--- config.mk ---
export PLATFORM = sky130hd
export DESIGN_NAME = tdm_demux4
export DESIGN_NICKNAME = d
export VERILOG_FILES = /design/src/rtl/tdm_demux4.sv
export SDC_FILE = /design/constraint.sdc
export NUM_CORES = 1
export LEC_CHECK = 0
export CAP_MARGIN = 10
export CORE_ASPECT_RATIO = 0.9
export CORE_MARGIN = 3
export CORE_UTILIZATION = 35
export DETAILED_ROUTE_END_ITERATION = 7
export GPL_ROUTABILITY_DRIVEN = 1
export GPL_TIMING_DRIVEN = 0
export PLACE_DENSITY_LB_ADDON = 0.25
export SETUP_SLACK_MARGIN = 0.1
export SLEW_MARGIN = 25
export SYNTH_ARGS = -nofsm -noshare
export SYNTH_HDL_FRONTEND = slang
export SYNTH_SLANG_ARGS = --single-unit
export TNS_END_PERCENT = 100
--- constraint.sdc ---
create_clock -name Clock -period 1.7 [get_ports Clock]
set_input_delay 0.34 -clock Clock [delete_from_list [all_inputs] [get_ports Clock]]
set_output_delay 0.34 -clock Clock [all_outputs]
set_load 0.05 [all_outputs]
--- src/rtl/tdm_demux4.sv ---
// Four-slot TDM demultiplexer: a sync-marked beat stream of U,V,W,X symbols is
// collected into shadow registers and published to the lane outputs as whole frames.
module tdm_demux4 #(
  parameter int WIDTH = 2
) (
  input  logic             Clock,
  input  logic             Resetn,
  input  logic [WIDTH-1:0] M,
  input  logic             en,
  input  logic             sync,
  output logic [WIDTH-1:0] U,
  output logic [WIDTH-1:0] V,
  output logic [WIDTH-1:0] W,
  output logic [WIDTH-1:0] X,
  output logic [1:0]       s,
  output logic             valid,
  output logic             locked,
  output logic             err
);

  typedef enum logic {HUNT = 1'b0, LOCKED = 1'b1} state_t;

  state_t           state_q;
  logic [1:0]       cnt_q;
  logic [WIDTH-1:0] sh0_q, sh1_q, sh2_q;
  logic [WIDTH-1:0] u_q, v_q, w_q, x_q;
  logic             valid_q, err_q;

  always_ff @(posedge Clock or negedge Resetn) begin
    if (!Resetn) begin
      state_q <= HUNT;
      cnt_q   <= 2'd0;
      sh0_q   <= '0;
      sh1_q   <= '0;
      sh2_q   <= '0;
      u_q     <= '0;
      v_q     <= '0;
      w_q     <= '0;
      x_q     <= '0;
      valid_q <= 1'b0;
      err_q   <= 1'b0;
    end else begin
      valid_q <= 1'b0;
      err_q   <= 1'b0;
      if (en) begin
        unique case (state_q)
          HUNT: begin
            if (sync) begin
              sh0_q   <= M;
              cnt_q   <= 2'd1;
              state_q <= LOCKED;
            end
          end
          LOCKED: begin
            // A marker always restarts the frame; mid-frame it also flags an error.
            if (sync) begin
              err_q <= (cnt_q != 2'd0);
              sh0_q <= M;
              cnt_q <= 2'd1;
            end else if (cnt_q == 2'd0) begin
              err_q   <= 1'b1;
              state_q <= HUNT;
            end else if (cnt_q == 2'd3) begin
              u_q     <= sh0_q;
              v_q     <= sh1_q;
              w_q     <= sh2_q;
              x_q     <= M;
              valid_q <= 1'b1;
              cnt_q   <= 2'd0;
            end else begin
              if (cnt_q == 2'd1) sh1_q <= M;
              else               sh2_q <= M;
              cnt_q <= cnt_q + 2'd1;
            end
          end
          default: state_q <= HUNT;
        endcase
      end
    end
  end

  assign U      = u_q;
  assign V      = v_q;
  assign W      = w_q;
  assign X      = x_q;
  assign s      = cnt_q;
  assign valid  = valid_q;
  assign err    = err_q;
  assign locked = (state_q == LOCKED);

endmodule

-- Word level (Yosys, flattened, before mapping)
Cells that the tools add are included.
- $add $sub $neg: 1
- multipliers: 0
- div/mod/pow operators: 0
- magnitude comparators: 0
- equal/unequal tests: 4
- shift operators: 0
- mux-type cells: 19
- bitwise gates (word level): 5
- reductions and logical operators: 7
- operators by type and width (kind ; number):
    1-bit two-way mux ; 12
    6-bit AND reduction ; 2
    2-bit two-way mux ; 5
    1-bit inverter ; 5
    5-bit AND reduction ; 1
    2-bit case mux with 2 select lines ; 1
    3-bit inequality test (second input constant) ; 1
    3-bit AND reduction ; 1
    2-bit by 1-bit adder with 2-bit output (second input constant) ; 1
    2-bit by 1-bit equality test with 1-bit output (second input constant) ; 1
    2-bit equality test (second input constant) ; 1
    2-bit logical NOT ; 1
    2-bit inequality test (second input constant) ; 1
    1-bit case mux with 2 select lines ; 1
    2-bit AND reduction ; 1
    2-bit nonzero test ; 1
- bits in registers: 19
- bits in latches: 0
- memory bits (writable): 0
- bits in read-only memories: 0
- bits of input ports: 6
- output and inout port bits: 13
- word-level logic and storage cells: 47
- memories kept: 0

-- Longest topological paths before layout
- word-level depth: 6
- depth in mapped cells: 5
- depth with buffers taken out: 5

-- Least setup slack after synthesis
No wires, ideal clock.
- path kind: register to register
- from: register cnt_q[0] (netlist: s[0])
- to: register sh2_q[0]
- library setup time: 0.125 ns
- arrival: 1.885 ns
- data required time: 1.575 ns
- path slack: -0.310 ns
- stages on the path, launching flop included: 6
- path buffers: 0
- clock period less this slack: 2.010 ns
- path through: dfrtp_1 inv_1 ha_1 nor2_1 or4b_4 mux2_4
- word-level cells in the longest chain between the ends: 3
- elaborated cells on any way between the ends: 7
- classes of those cells: eq/ne: 2; bitwise: 3; reduce/logical: 2
- RTL lines (item ; line ; RTL):
    start, declared ; 24 ; logic [1:0] cnt_q;
    start signal, assigned ; 73 ; cnt_q <= cnt_q + 2'd1;
    2-bit by 1-bit equality test with 1-bit output (tied with other cells) ; 71 ; if (cnt_q == 2'd1) sh1_q <= M;
    1-bit inverter (no line) ; -- ;
    6-bit AND reduction (no line) * ; -- ;
    end signal, assigned ; 35 ; sh2_q <= '0;
    end signal, assigned ; 72 ; else sh2_q <= M;
    end, declared ; 25 ; logic [WIDTH-1:0] sh0_q, sh1_q, sh2_q;
Mark *: on every way between the ends. The rest lies on a longest branch, timed or not.
A chain may end at the register's enable or synchronous reset.

-- Worst setup path in the final report
- from: register cnt_q[0] (netlist: s[0])
- to: register sh2_q[1]
The elaborated chain is that of the path after synthesis.

==> results.cfg <==
[final_layout]
diodes = 0
final_nets = 96
final_common_cell = dfrtp_1
layout-drive-gt1-share = 0.381
final_cell_mix = dfrtp_1, mux2_2, dlygate4sd2_1
synthToLayoutAreaGrowth_pct = 29.2
final_util = 0.486

[clock_tree]
clkTransAtPathRegs_ns = 0.11
htree_levels = 1
hold_buffers = 0
cts_root_buffer = clkbuf_4
cts_buffers = 3
insertion_delay_ns = 0.30
cts_tree = done
cts_max_path_buffers = 2
cts.sinks = 19

[global_route]
antenna_found_initial = 0
grt_pass1_vias = 558
grt_first_pass_wirelength_um = 2600
grt_max_degree = 20
grt_overflow = 0
grt_usage = 0.115

[power_and_ir_drop]
finalPower_mw = 2.08
leakagePower_nw = 0.534
vdd_drop_max_mv = 0.835
cellPowerDensity_nw_per_um2 = 1910

[worst_setup_path]
cp.arrival_ns = 1.83
endpoint_kind = register
critPathLaunchType = register
rrSetupSlack_ns = 0.07
cp.required_ns = 1.90
cp_cell_sequence = ha_2 -> or4b_4 -> mux2_4
cp_max_fo = 6
critPathKind = register to register
slowest_stage = or4b_4
slowest_delay_ns = 0.56

[timing]
worstMarginPinSlew_ns = 0.838
whs_ns = 0.331
clock_skew_ns = 0.0135
fin_crit_ns = 1.63
hold_viol_final = 0
drv_slew = 0
finalSetupViolations = 0
max_freq_mhz = 613
min_period_over_period = 0.960
tns_ns = 0
slew_headroom = 0.440
rsz0062_at_grt = yes

[route]
ant_nets = 0
via_count = 535
drt-pass1-iter-count = 4
drc = 0
wire_per_inst_um = 12.8
finalWirelength_um = 1420
viasPerCell = 4.82
drt_iter0_drc = 15

[synthesis]
yosysTopAreaCellShare = 0.564
synth.distinct_cells = 21
netlist_area_um2 = 843
syn_area_per_cell_um2 = 13.4
netlist_top_cells_area = dfrtp_1, mux2_2, ha_1
syn_nets = 74
ys_warn_count = 0
yosys_register_bits = 19
postSynthCellCount = 63
seq_area_frac_synth = 0.564
synth_largest_area_cell = dfrtp_1

[die]
rows = 16
die_area_um2 = 3040
die_width_um = 57.7
core_um2 = 2240
die_h_um = 52.6
initial_core_util = 0.376
ios = 19

[min_path]
hold_class = primary input to register

[run_status]
outcome = completed

[placement]
dpl.hpwl_um = 1040
gp_congestion = 0.728
port-buffer-count = 16

[job]
maxCapViolations = 0
## synthesized netlist by cell type
cell and instances:
nor2_1 2, a21oi_1 1, mux2_4 2, nand4_1 1, o21ai_0 1, o22ai_1 1, nand3b_1 1, mux2_2 12
nand2_1 4, nor3b_1 1, nor3_1 1, buf_2 2, or4b_4 1, nor4b_1 1, dfrtp_1 19, a31oi_1 1
a2bb2oi_1 1, nand2b_1 1, inv_1 4, ha_1 5, nand2_2 1
## final timing paths
| kind | cells after the start | start | endpoint |
|---|---|---|---|
| min reg2reg | 1 | sh0_q[0]$_DFFE_PN0P_ | U[0]$_DFFE_PN0P_ |
| max reg2reg | 3 | s[0]$_DFFE_PN0P_ | sh2_q[1]$_DFFE_PN0P_ |
| max in group asynchronous | 1 | Resetn | s[1]$_DFFE_PN0P_ |
| min | 2 | en | locked$_DFFE_PN0P_ |
| min in group asynchronous | 1 | Resetn | locked$_DFFE_PN0P_ |
| max | 3 | s[0]$_DFFE_PN0P_ | sh2_q[1]$_DFFE_PN0P_ |
## cell type report
class | instances | area (um^2)
Buffer | 2 | 10.0
Clock buffer | 3 | 22.5
Clock inverter | 1 | 5.00
Fill cell | 224 | 1150
Inverter | 4 | 15.0
Multi-Input combinational cell | 38 | 370
Sequential cell | 19 | 478
Tap cell | 27 | 33.8
Timing Repair Buffer | 17 | 155
## per-stage QoR
step	setup slack [ns]	std cells	area, um^2
floorplan	-0.0954	63	848
global placement	0.0266	106	1040
detailed placement	-0.00941	106	1040
CTS	0.0624	111	1070
global route	0.0124	111	1090
finish	0.0678	111	1090
## registers in the layout, summed over array words and instances, names as in the netlist, 2 cells and up
name and flops:
sh2_q 2, V 2, sh1_q 2, X 2, W 2, U 2
sh0_q 2, s 2
## report_power, final
| group | switching (mW) | leakage (nW) | internal (mW) |
|---|---|---|---|
| Clock | 0.135 | 0.0177 | 0.0876 |
| Combinational | 0.696 | 0.282 | 0.403 |
| Sequential | 0.123 | 0.234 | 0.635 |
## metal layers
layer	vias up	global-route usage	share of wire
met5	-	0	0
met4	0	0.0347	0.013
met3	2	0.0468	0.048
met2	13	0.173	0.45
met1	262	0.151	0.49
li1	258	-	-
## critical path, delay by kind of cell (launching register included)
family	cells	cell delay [ns]
and+or+nand+nor	1	0.56
DFF	1	0.46
muxes	1	0.31
adders and majority gates	1	0.22
## cells by family (layout without fill, tap and decap cells)
logic type / count (synthesis) / in the layout / synth area share
buffers and inverters: 6 / 27 / 0.0297
adders and majority gates: 5 / 5 / 0.0742
and+or+nand+nor: 14 / 14 / 0.0994
DFF: 19 / 19 / 0.564
muxes: 14 / 14 / 0.196
AOI/OAI and AO/OA: 5 / 5 / 0.0371
## repair_timing
| item | 4_1_cts | 5_1_grt |
|---|---|---|
| hold endpoints to repair | 0 | 0 |
| pin swaps | 1 | 2 |
| endpoints found under the setup margin | 23 | 7 |
| gates resized for setup | 18 | 5 |
| setup buffers | 1 | 0 |
(Power assumes the default switching activity.)
